`src/rtl/gradient_bin.sv`:
```
// 3x3 central-difference gradient with |gx|+|gy| magnitude and 9-way orientation bin; 2-cycle latency.
// Valid/ready on both sides; a stalled output holds S2, S1 fills once, then k_ready drops.
module gradient_bin #(
   parameter int PIXEL_WIDTH = 8
) (
   input  logic                       clk,
   input  logic                       rst,
   input  logic                       k_valid,
   output logic                       k_ready,
   input  logic [9*PIXEL_WIDTH-1:0]   kernel,
   input  logic                       k_border,
   output logic                       g_valid,
   input  logic                       g_ready,
   output logic [PIXEL_WIDTH:0]       g_gx,
   output logic [PIXEL_WIDTH:0]       g_gy,
   output logic [PIXEL_WIDTH:0]       g_mag,
   output logic [3:0]                 g_bin,
   output logic [15:0]                border_cnt
);

   localparam int W  = PIXEL_WIDTH + 1;
   localparam int PP = (PIXEL_WIDTH + 12 > 20) ? PIXEL_WIDTH + 12 : 20;

   logic                    s1_vld_q, s1_vld_d;
   logic signed [W-1:0]     s1_gx_q, s1_gx_d, s1_gy_q, s1_gy_d;
   logic                    s2_vld_q, s2_vld_d;
   logic signed [W-1:0]     s2_gx_q, s2_gx_d, s2_gy_q, s2_gy_d;
   logic [W-1:0]            s2_mag_q, s2_mag_d;
   logic [3:0]              s2_bin_q, s2_bin_d;
   logic [15:0]             border_cnt_q, border_cnt_d;

   logic                    s1_adv, k_fire;
   logic [PIXEL_WIDTH-1:0]  p10, p12, p01, p21;
   logic signed [W-1:0]     gx_in, gy_in;
   logic signed [W-1:0]     nx, ny, fx, fy, nfx;
   logic [PIXEL_WIDTH-1:0]  ax, ay;
   logic [PP-1:0]           lhs;
   logic [2:0]              cnt;
   logic [W-1:0]            mag_c;
   logic [3:0]              bin_c;
   logic                    unused_px;

   assign p10 = kernel[3*PIXEL_WIDTH +: PIXEL_WIDTH];
   assign p12 = kernel[5*PIXEL_WIDTH +: PIXEL_WIDTH];
   assign p01 = kernel[1*PIXEL_WIDTH +: PIXEL_WIDTH];
   assign p21 = kernel[7*PIXEL_WIDTH +: PIXEL_WIDTH];
   assign unused_px = ^{kernel[0 +: PIXEL_WIDTH], kernel[2*PIXEL_WIDTH +: PIXEL_WIDTH],
                        kernel[4*PIXEL_WIDTH +: PIXEL_WIDTH], kernel[6*PIXEL_WIDTH +: PIXEL_WIDTH],
                        kernel[8*PIXEL_WIDTH +: PIXEL_WIDTH]};

   assign gx_in = $signed({1'b0, p12}) - $signed({1'b0, p10});
   assign gy_in = $signed({1'b0, p21}) - $signed({1'b0, p01});

   assign s1_adv  = !s2_vld_q || g_ready;
   assign k_ready = !s1_vld_q || s1_adv;
   assign k_fire  = k_valid && k_ready;

   // Fold into the upper half-plane, then count tangent thresholds crossed.
   always_comb begin
      nx    = -s1_gx_q;
      ny    = -s1_gy_q;
      fx    = s1_gy_q[W-1] ? nx : s1_gx_q;
      fy    = s1_gy_q[W-1] ? ny : s1_gy_q;
      nfx   = -fx;
      ax    = fx[W-1] ? nfx[PIXEL_WIDTH-1:0] : fx[PIXEL_WIDTH-1:0];
      ay    = fy[PIXEL_WIDTH-1:0];
      lhs   = PP'(ay) << 8;
      cnt   = 3'd0;
      if (lhs >= PP'(ax) * PP'(93))   cnt = cnt + 3'd1;
      if (lhs >= PP'(ax) * PP'(215))  cnt = cnt + 3'd1;
      if (lhs >= PP'(ax) * PP'(443))  cnt = cnt + 3'd1;
      if (lhs >= PP'(ax) * PP'(1452)) cnt = cnt + 3'd1;
      mag_c = {1'b0, ax} + {1'b0, ay};
      if (ax == '0 && ay == '0)
         bin_c = 4'd0;
      else if (fx[W-1])
         bin_c = 4'd8 - {1'b0, cnt};
      else
         bin_c = {1'b0, cnt};
   end

   always_comb begin
      s1_vld_d     = s1_vld_q;
      s1_gx_d      = s1_gx_q;
      s1_gy_d      = s1_gy_q;
      s2_vld_d     = s2_vld_q;
      s2_gx_d      = s2_gx_q;
      s2_gy_d      = s2_gy_q;
      s2_mag_d     = s2_mag_q;
      s2_bin_d     = s2_bin_q;
      border_cnt_d = border_cnt_q;

      if (s1_adv) begin
         s1_vld_d = 1'b0;
         s2_vld_d = s1_vld_q;
         if (s1_vld_q) begin
            s2_gx_d  = s1_gx_q;
            s2_gy_d  = s1_gy_q;
            s2_mag_d = mag_c;
            s2_bin_d = bin_c;
         end
      end

      if (k_fire && !k_border) begin
         s1_vld_d = 1'b1;
         s1_gx_d  = gx_in;
         s1_gy_d  = gy_in;
      end

      if (k_fire && k_border && border_cnt_q != 16'hFFFF)
         border_cnt_d = border_cnt_q + 16'd1;
   end

   always_ff @(posedge clk or posedge rst) begin
      if (rst) begin
         s1_vld_q     <= 1'b0;
         s1_gx_q      <= '0;
         s1_gy_q      <= '0;
         s2_vld_q     <= 1'b0;
         s2_gx_q      <= '0;
         s2_gy_q      <= '0;
         s2_mag_q     <= '0;
         s2_bin_q     <= '0;
         border_cnt_q <= '0;
      end else begin
         s1_vld_q     <= s1_vld_d;
         s1_gx_q      <= s1_gx_d;
         s1_gy_q      <= s1_gy_d;
         s2_vld_q     <= s2_vld_d;
         s2_gx_q      <= s2_gx_d;
         s2_gy_q      <= s2_gy_d;
         s2_mag_q     <= s2_mag_d;
         s2_bin_q     <= s2_bin_d;
         border_cnt_q <= border_cnt_d;
      end
   end

   assign g_valid    = s2_vld_q;
   assign g_gx       = s2_gx_q;
   assign g_gy       = s2_gy_q;
   assign g_mag      = s2_mag_q;
   assign g_bin      = s2_bin_q;
   assign border_cnt = border_cnt_q;

endmodule

```
`config.mk`:
```
export PLATFORM = sky130hd
export DESIGN_NAME = gradient_bin
export DESIGN_NICKNAME = d
export VERILOG_FILES = /design/src/rtl/gradient_bin.sv
export SDC_FILE = /design/constraint.sdc
export NUM_CORES = 1
export LEC_CHECK = 0
export CAP_MARGIN = 0
export CORE_MARGIN = 4
export CORE_UTILIZATION = 50
export CTS_BUF_LIST = sky130_fd_sc_hd__clkbuf_8
export DETAILED_ROUTE_END_ITERATION = 6
export PLACE_DENSITY_LB_ADDON = 0.08
export SLEW_MARGIN = 20
export SYNTH_ARGS = -nofsm -noshare
export SYNTH_HDL_FRONTEND = slang
export SYNTH_SLANG_ARGS = --single-unit
```
`constraint.sdc`:
```
create_clock -name clk -period 8.49 [get_ports clk]
set_clock_uncertainty 0.05 [all_clocks]
set_input_delay 1.698 -clock clk [delete_from_list [all_inputs] [get_ports clk]]
set_output_delay 1.698 -clock clk [all_outputs]
set_load 0.03 [all_outputs]
```
# Word level (Yosys, flattened, before mapping)
# Cells that the tools add are included.
[classes]
addsub = 11
mul = 4
div_mod_pow = 0
order_cmp = 4
eq_ne = 1
shift = 0
n_mux = 11
bitwise = 0
n_reduce_logical = 14
[ops]
columns = ["operator", "count"]
rows = [
  ["8-bit by 9-bit multiplier with 17-bit output (second input constant)", 2],
  ["16-bit by 19-bit greater-or-equal comparator with 1-bit output", 1],
  ["8-bit by 8-bit subtractor with 9-bit output", 2],
  ["16-bit by 17-bit greater-or-equal comparator with 1-bit output", 1],
  ["16-bit by 1-bit adder with 16-bit output (second input constant)", 1],
  ["16-bit by 15-bit greater-or-equal comparator with 1-bit output", 1],
  ["16-bit greater-or-equal comparator", 1],
  ["8-bit logical NOT", 2],
  ["8-bit by 8-bit multiplier with 16-bit output (second input constant)", 1],
  ["8-bit 2-to-1 mux", 2],
  ["16-bit inequality test (second input constant)", 1],
  ["8-bit negator", 2],
  ["8-bit by 7-bit multiplier with 15-bit output (second input constant)", 1],
  ["8-bit by 8-bit adder with 9-bit output", 1],
  ["9-bit 2-to-1 mux", 1],
  ["9-bit negator", 1],
  ["4-bit 2-to-1 mux", 2],
  ["3-bit by 1-bit adder with 3-bit output (second input constant)", 2],
  ["3-bit 2-to-1 mux", 2],
  ["1-bit logical AND", 5],
  ["4-bit by 3-bit subtractor with 4-bit output (first input constant)", 1],
  ["1-bit logical NOT", 3],
  ["1-bit 2-to-1 mux", 3],
  ["1-bit by 1-bit adder with 2-bit output (second input constant)", 1],
  ["4 further kinds", 5],
]
[word_totals]
reg_bits = 67
latchBits = 0
mem_bits_rw = 0
mem_bits_ro = 0
elab_cells = 54
mem_count = 0

# Logic depth before layout (Yosys ltp)
# Gate-level depths: netlist of the first run.
[depth]
depth_word = 16
depth_mapped = 43
ltp_nobuf = 42

# Least setup slack after synthesis of the first run
# No wires, ideal clock.
[synth_path]
path_type = "reg2reg"
start = "register s1_gx_q[0]"
end = "register s2_bin_q[2] (netlist: g_bin[2])"
arrival_time_ns = 9.135
required_ns = 8.319
path_slack_ns = -0.816
path_stages_with_launch = 41
n_path_buf = 1
synth_period_minus_slack_ns = 9.306
path_cell_list = "dfrtp_1 > inv_1 > ha_1 > nand2b_1 > o41ai_4 > xnor2_1 > o21ai_2 > xnor2_1 > inv_1 > ha_1 > xor2_1 > ha_1 > inv_1 > fa_1 > fa_1 > inv_1 > ha_1 > a21boi_0 > [... 5 more ...] > a21oi_1 > xnor2_1 > ha_1 > nand3_1 > nor2_1 > nand4_1 > o41ai_1 > and3_1 > clkbuf_1 > xnor2_1 > inv_1 > ha_1 > nor4b_1 > a21oi_1 > ha_1 > nor2_1 > xnor3_1 > a22o_1"
[synth_via]
elab_chain_cells = 16
[synth_rtl]
columns = ["element", "line_no", "rtl"]
rows = [
  ["start, declared", "25", "logic signed [W-1:0] s1_gx_q, s1_gx_d, s1_gy_q, s1_gy_d;"],
  ["start signal, assigned", "127", "s1_gx_q <= s1_gx_d;"],
  ["9-bit negator", "60", "nx = -s1_gx_q;"],
  ["9-bit 2-to-1 mux *", "62", "fx = s1_gy_q[W-1] ? nx : s1_gx_q;"],
  ["8-bit negator", "64", "nfx = -fx;"],
  ["8-bit 2-to-1 mux", "65", "ax = fx[W-1] ? nfx[PIXEL_WIDTH-1:0] : fx[PIXEL_WIDTH-1:0];"],
  ["8-bit by 7-bit multiplier with 15-bit output", "69", "if (lhs >= PP'(ax) * PP'(93)) cnt = cnt + 3'd1;"],
  ["16-bit by 15-bit greater-or-equal comparator with 1-bit output", "69", ""],
  ["1-bit 2-to-1 mux", "69", ""],
  ["1-bit by 1-bit adder with 2-bit output", "70", "if (lhs >= PP'(ax) * PP'(215)) cnt = cnt + 3'd1;"],
  ["2-bit 2-to-1 mux", "70", ""],
  ["3-bit by 1-bit adder with 3-bit output", "71", "if (lhs >= PP'(ax) * PP'(443)) cnt = cnt + 3'd1;"],
  ["3-bit 2-to-1 mux", "71", ""],
  ["3-bit by 1-bit adder with 3-bit output", "72", "if (lhs >= PP'(ax) * PP'(1452)) cnt = cnt + 3'd1;"],
  ["3-bit 2-to-1 mux", "72", ""],
  ["4-bit by 3-bit subtractor with 4-bit output", "77", "bin_c = 4'd8 - {1'b0, cnt};"],
  ["4-bit 2-to-1 mux", "76", "else if (fx[W-1])"],
  ["4-bit 2-to-1 mux *", "74", "if (ax == '0 && ay == '0)"],
  ["end signal, assigned", "133", "s2_bin_q <= s2_bin_d;"],
  ["end, declared", "29", "logic [3:0] s2_bin_q, s2_bin_d;"],
]
# Every way passes the cells marked *; elsewhere a longest branch is shown, timed or not.
# A chain may end at the register's enable or synchronous reset.

# Final worst setup path of the first run
# Same ends and word-level chain as after synthesis.

==> results.json, run 1 <==
{
  "status": "completed",
  "route.detailed.drc": 0,
  "wl_mm": 24.9,
  "drtIter0Drc": 265,
  "syn_area_um2": 9910,
  "synthFlopType": "dfrtp_1",
  "clock_sinks": 67,
  "cp.required_ns": 8.69,
  "routed-via-count": 8156,
  "place_area_um2": 12000,
  "pre_cts_ws_ns": -0.382,
  "final_antenna_net_count": 0,
  "routed_via_density": 5.18,
  "hold_depth": 2,
  "rr_startpoint": "s1_gx_q[0]$_DFFE_PP0P_",
  "critPathMaxFanout": 3,
  "insertedDiodeCount": 0,
  "syn_area_per_cell_um2": 9.16,
  "wl_per_cell_um": 15.8,
  "tightest_slew_ns": 0.820,
  "layout_common_cells": "ha_1 (180), inv_1 (169), buf_4 (137)",
  "cts_tree": "built",
  "end_kind": "flop",
  "stdcell_count": 1576,
  "finalCriticalPeriod_ns": 8.22,
  "die_y_um": 149,
  "yosysWarnings": 0,
  "multi_input_area_um2": 8060,
  "antenna_found_initial": 0,
  "ys_types": 64,
  "clk_latency_ns": 0.36,
  "finalCritPeriodShare": 0.968,
  "r2r_setup_slack_ns": 0.27,
  "fin_area_um2": 13000,
  "root_buffer": "clkbuf_8",
  "post-place-cells": 1541,
  "timing.fmax_mhz": 122,
  "fillers": 1618,
  "finalWeightedCongestion": 0.916,
  "grt_usage": 0.224,
  "ys_ff_latch": 67,
  "critPathMostFrequentCell": "ha_1",
  "path_clk_slew_ns": 0.08,
  "grt_first_pass_wirelength_mm": 39.4,
  "rows": 51,
  "worst_path_largest_cell_delay_ns": 0.54,
  "grt_max_degree": 68,
  "synthArstFlopShare": 1.00,
  "drt_pre_antenna_iters": 4,
  "htreeDepth": 3,
  "syn2layout_area_growth_pct": 30.8,
  "crit_start": "s1_gx_q[0]$_DFFE_PP0P_",
  "rr_worst_depth": 42,
  "setup_violations": 0,
  "critPathArrivalTime_ns": 8.42,
  "drv_cap": 0,
  "relSlewSlack": 0.454,
  "crit_type": "flop to flop",
  "floorplan.initialDensity": 0.509,
  "hold_path_class": "flop to flop",
  "drive_above_1_share": 0.207,
  "fin_nets": 1651,
  "synth_edf_count": 0,
  "regArea_um2": 1680,
  "numCtsBuffers": 9,
  "hold_buffers": 0,
  "ios": 126,
  "grt_pass1_vias": 8082,
  "cp-endpoint": "g_bin[2]$_DFFE_PP0P_",
  "synth_nets": 1426,
  "cts_buffer_depth": 2,
  "overflow": 0,
  "slew_viol_final": 0,
  "hold_viol_final": 0,
  "hpwl_mm": 20.1,
  "postSynthCellCount": 1082,
  "layout_commonest_cell": "ha_1",
  "slowest_stage": "fa_1",
  "die_area_um2": 22100,
  "ys_seq_area_frac": 0.169,
  "portBuffers": 85,
  "worstReg2RegEnd": "g_bin[2]$_DFFE_PP0P_",
  "fin_ws_ns": 0.271,
  "die_w_um": 149,
  "core_um2": 19500,
  "start_kind": "flop"
}
worst min-delay path by stage:
stage,from,to,slack [ns]
after detailed placement,g_gx[0]$_DFFE_PP0P_,g_gx[0]$_DFFE_PP0P_,0.43
final,g_mag[1]$_DFFE_PP0P_,g_mag[1]$_DFFE_PP0P_,0.44
after CTS,g_mag[1]$_DFFE_PP0P_,g_mag[1]$_DFFE_PP0P_,0.44
after floorplan,s1_vld_q$_DFFE_PP0P_,g_valid$_DFFE_PP0P_,0.41
after global routing,g_mag[6]$_DFFE_PP0P_,g_mag[6]$_DFFE_PP0P_,0.47
after global placement,g_gx[0]$_DFFE_PP0P_,g_gx[0]$_DFFE_PP0P_,0.42
cell type report:
class	instances	area share
Tap cell	265	0.0256
Sequential cell	67	0.129
Clock buffer	9	0.00956
Timing Repair Buffer	231	0.153
Clock inverter	6	0.00695
Inverter	183	0.0537
Multi-Input combinational cell	815	0.622
sequential cells by signal (all words and copies together), names as in the netlist:
register,count
border_cnt,16
g_gy,9
g_gx,9
g_valid,1
s1_vld_q,1
s1_gx_q,9
g_mag,9
g_bin,4
s1_gy_q,9
worst max-delay path: cells and delay by family, from the launching register on:
family / cells / cell delay [ns]
compound gates: 14 / 2.25
xor+xnor: 5 / 0.88
fa+ha+maj: 9 / 2.92
buf+inv: 7 / 0.70
flops: 1 / 0.43
simple gates: 7 / 0.86
what timing repair did:
item / CTS / global route
pin swaps: 18 / 73
buffers inserted: 5 / 18
setup endpoints to repair: 3 / 3
resized for setup: 18 / 82
gates cloned: 0 / 0
cell families (layout without fill, tap and decap cells):
| kind of cell | after synthesis | in the layout | share of synthesized area |
|---|---|---|---|
| AO/OA/AOI/OAI | 218 | 218 | 0.143 |
| XOR/XNOR | 112 | 112 | 0.103 |
| adder cells (fa/ha/maj) | 267 | 267 | 0.386 |
| flip-flops | 67 | 67 | 0.169 |
| multiplexers | 20 | 20 | 0.0225 |
| AND/OR/NAND/NOR | 198 | 198 | 0.0986 |
| buffers and inverters | 200 | 429 | 0.0770 |
routing by layer:
metal,share of wire,GRT usage,wire (µm)
met1,0.43,0.287,10800
met2,0.50,0.388,12400
met3,0.040,0.0359,1000
met4,0.028,0.0705,692
met5,0,0,0
Yosys cell counts (2+ instances only):
library cell | number | area share
a211o_1 | 5 | 0.0044
a211oi_1 | 5 | 0.0038
a21boi_0 | 4 | 0.0030
a21o_1 | 34 | 0.026
a21oi_1 | 52 | 0.026
a221oi_1 | 2 | 0.0018
a31oi_1 | 8 | 0.0051
and2_1 | 3 | 0.0019
and3_1 | 8 | 0.0051
and4_1 | 2 | 0.0018
buf_2 | 2 | 0.0010
clkbuf_1 | 13 | 0.0049
dfrtp_1 | 67 | 0.17
fa_1 | 65 | 0.13
ha_1 | 202 | 0.26
inv_1 | 181 | 0.069
mux2_2 | 18 | 0.020
mux2i_1 | 2 | 0.0020
nand2_1 | 70 | 0.027
nand2b_1 | 20 | 0.013
nand3_1 | 15 | 0.0076
nand3b_1 | 2 | 0.0015
nand4_1 | 7 | 0.0044
nand4b_1 | 2 | 0.0018
nor2_1 | 32 | 0.012
nor2b_1 | 7 | 0.0044
nor3_1 | 13 | 0.0066
nor4_1 | 3 | 0.0019
nor4b_1 | 2 | 0.0018
o21a_1 | 3 | 0.0023
o21ai_0 | 59 | 0.030
o21ai_1 | 6 | 0.0030
o21bai_1 | 13 | 0.0098
o31ai_1 | 10 | 0.0076
o41ai_1 | 3 | 0.0027
or3_1 | 7 | 0.0044
xnor2_1 | 65 | 0.057
xor2_1 | 44 | 0.039
through the flow:
| step | hold WS (ns) | TNS [ns] | util |
|---|---|---|---|
| final | 0.439 | 0 | 0.666 |
| after global routing | 0.471 | -0.168 | 0.666 |
| after CTS | 0.443 | 0 | 0.638 |
| after detailed placement | 0.426 | -0.711 | 0.619 |
| after global placement | 0.416 | -0.451 | 0.619 |
| after floorplan | 0.407 | 0 | - |
Power of run 1 is left out: the tool's default activity adds up to more than one toggle a clock period on the data nets, which glitch-free logic cannot reach.
==> run 2: changes to the inputs <==
- CORE_UTILIZATION: 50 -> 53
- CTS_BUF_LIST: sky130_fd_sc_hd__clkbuf_8 -> default
==> run 2 against run 1 <==
Global-route usage rose by 1.4 points. First-iteration DRC count rose by 8.3%. Die area fell by 5.4%. Hold slack barely moved. Critical path type unchanged.
==> results.json, run 2 (same netlist as run 1, synthesis figures left out) <==
{
  "status": "completed",
  "syn2layout_area_growth_pct": 29.2,
  "worst_path_largest_cell_delay_ns": 0.50,
  "layout_commonest_cell": "ha_1",
  "portBuffers": 85,
  "drive_above_1_share": 0.195,
  "path_clk_slew_ns": 0.07,
  "ios": 126,
  "critPathTopFamily": "adder cells",
  "cts_tree": "built",
  "grt_first_pass_wirelength_mm": 39.3,
  "cp.required_ns": 8.66,
  "htreeDepth": 3,
  "drt_pre_antenna_iters": 4,
  "fin_nets": 1628,
  "clock_sinks": 67,
  "r2r_setup_slack_ns": 0.29,
  "grt_max_degree": 68,
  "cp-endpoint": "g_bin[2]$_DFFE_PP0P_",
  "antenna_found_initial": 0,
  "start_kind": "flop",
  "drv_cap": 0,
  "cts_buffer_depth": 2,
  "finalCriticalPeriod_ns": 8.20,
  "root_buffer": "clkbuf_16",
  "rows": 49,
  "cp.buffers_inverters": 9,
  "worstReg2RegEnd": "g_bin[2]$_DFFE_PP0P_",
  "floorplan.initialDensity": 0.546,
  "numCtsBuffers": 9,
  "hold_path_class": "flop to flop",
  "routed-via-count": 8113,
  "route.detailed.drc": 0,
  "crit_cells": 42,
  "tightest_slew_ns": 1.03,
  "die_area_um2": 21000,
  "wl_per_cell_um": 16.3,
  "whs_ns": 0.439,
  "die_w_um": 145,
  "overflow": 0,
  "critPathMaxFanout": 7,
  "critPathArrivalTime_ns": 8.38,
  "die_y_um": 145,
  "hold_buffers": 0,
  "crit_type": "flop to flop",
  "routed_via_density": 5.34,
  "finalWeightedCongestion": 0.920,
  "drtIter0Drc": 287,
  "wl_mm": 24.7,
  "core_um2": 18100,
  "setup_violations": 0,
  "grt_pass1_vias": 8032,
  "rr_worst_depth": 42,
  "grt_usage": 0.238,
  "timing.fmax_mhz": 122,
  "clk_latency_ns": 0.33,
  "finalCritPeriodShare": 0.966,
  "crit_start": "s1_gx_q[0]$_DFFE_PP0P_",
  "slew_viol_final": 0,
  "end_kind": "flop",
  "relSlewSlack": 0.308,
  "hold_viol_final": 0,
  "largest_register_ffs": 16,
  "layout_common_cells": "ha_1 (180), inv_1 (169), buf_4 (118)",
  "final_antenna_net_count": 0,
  "hpwl_mm": 19.9,
  "rsz0062_at_grt": "yes",
  "rr_startpoint": "s1_gx_q[0]$_DFFE_PP0P_",
  "insertedDiodeCount": 0,
  "slowest_stage": "fa_1"
}
[run 2: cell count changes in the layout (fill, tap and decap cells not counted), moves of 3 or more]
cell	previous run	this run
buf_4	137	118
clkbuf_16	0	9
clkbuf_8	9	0
buf_6	9	4
a21oi_2	10	13
o31ai_1	10	7
xnor2_2	2	5
[run 2: layout make-up]
cell class | count | area (µm²)
clock inverter | 7 | 82.6
clock buffer | 9 | 225
sequential | 67 | 1680
multi-input combinational | 815 | 8030
fill | 1424 | 5350
tap | 229 | 287
timing repair buffer | 208 | 1800
inverter | 183 | 692
[run 2: stage by stage]
| step | worst slack, ns | utilization | setup TNS [ns] | area (µm²) | cells |
|---|---|---|---|---|---|
| 4_1_cts | 0.0189 | 0.679 | 0 | 12300 | 1507 |
| 3_3_place_gp | -0.305 | 0.654 | -0.433 | 11900 | 1487 |
| 6_report | 0.287 | 0.705 | 0 | 12800 | 1518 |
| 3_5_place_dp | -0.351 | 0.654 | -0.547 | 11900 | 1487 |
| 2_1_floorplan | 0.00650 | - | 0 | 9990 | 1082 |
| 5_1_grt | -0.116 | 0.705 | -0.128 | 12800 | 1518 |
[run 2: what timing repair did]
item | CTS | global route
setup buffers | 4 | 14
pin swaps | 17 | 63
resized for setup | 21 | 70
endpoints found under the setup margin | 3 | 3
gates cloned | 0 | 0
[run 2: worst min-delay path by stage]
stage                                    from                   endpoint  slack [ns]  cells past startpoint
floorplan                s1_vld_q$_DFFE_PP0P_        g_valid$_DFFE_PP0P_        0.41                      1
global placement          g_gy[0]$_DFFE_PP0P_        g_gy[0]$_DFFE_PP0P_        0.41                      2
detailed placement        g_gy[1]$_DFFE_PP0P_        g_gy[1]$_DFFE_PP0P_        0.43                      2
CTS                      g_mag[6]$_DFFE_PP0P_       g_mag[6]$_DFFE_PP0P_        0.44                      2
global route        border_cnt[5]$_DFFE_PP0P_  border_cnt[5]$_DFFE_PP0P_        0.46                      1
finish                   g_mag[6]$_DFFE_PP0P_       g_mag[6]$_DFFE_PP0P_        0.44                      2
[run 2: tightest hold or removal path: cells and delay by family (launching register included)]
family / cells / cell delay [ns]
simple gates: 1 / 0.04
compound gates: 1 / 0.06
flops: 1 / 0.34
[run 2: layer usage]
layer | share of wire | up-vias | GRT usage
met1 | 0.42 | 3849 | 0.299
met5 | 0 | - | 0
met2 | 0.50 | 165 | 0.421
met3 | 0.044 | 38 | 0.0352
met4 | 0.030 | 0 | 0.0756
li1 | - | 4061 | -
Power of run 2 is left out for the same reason.
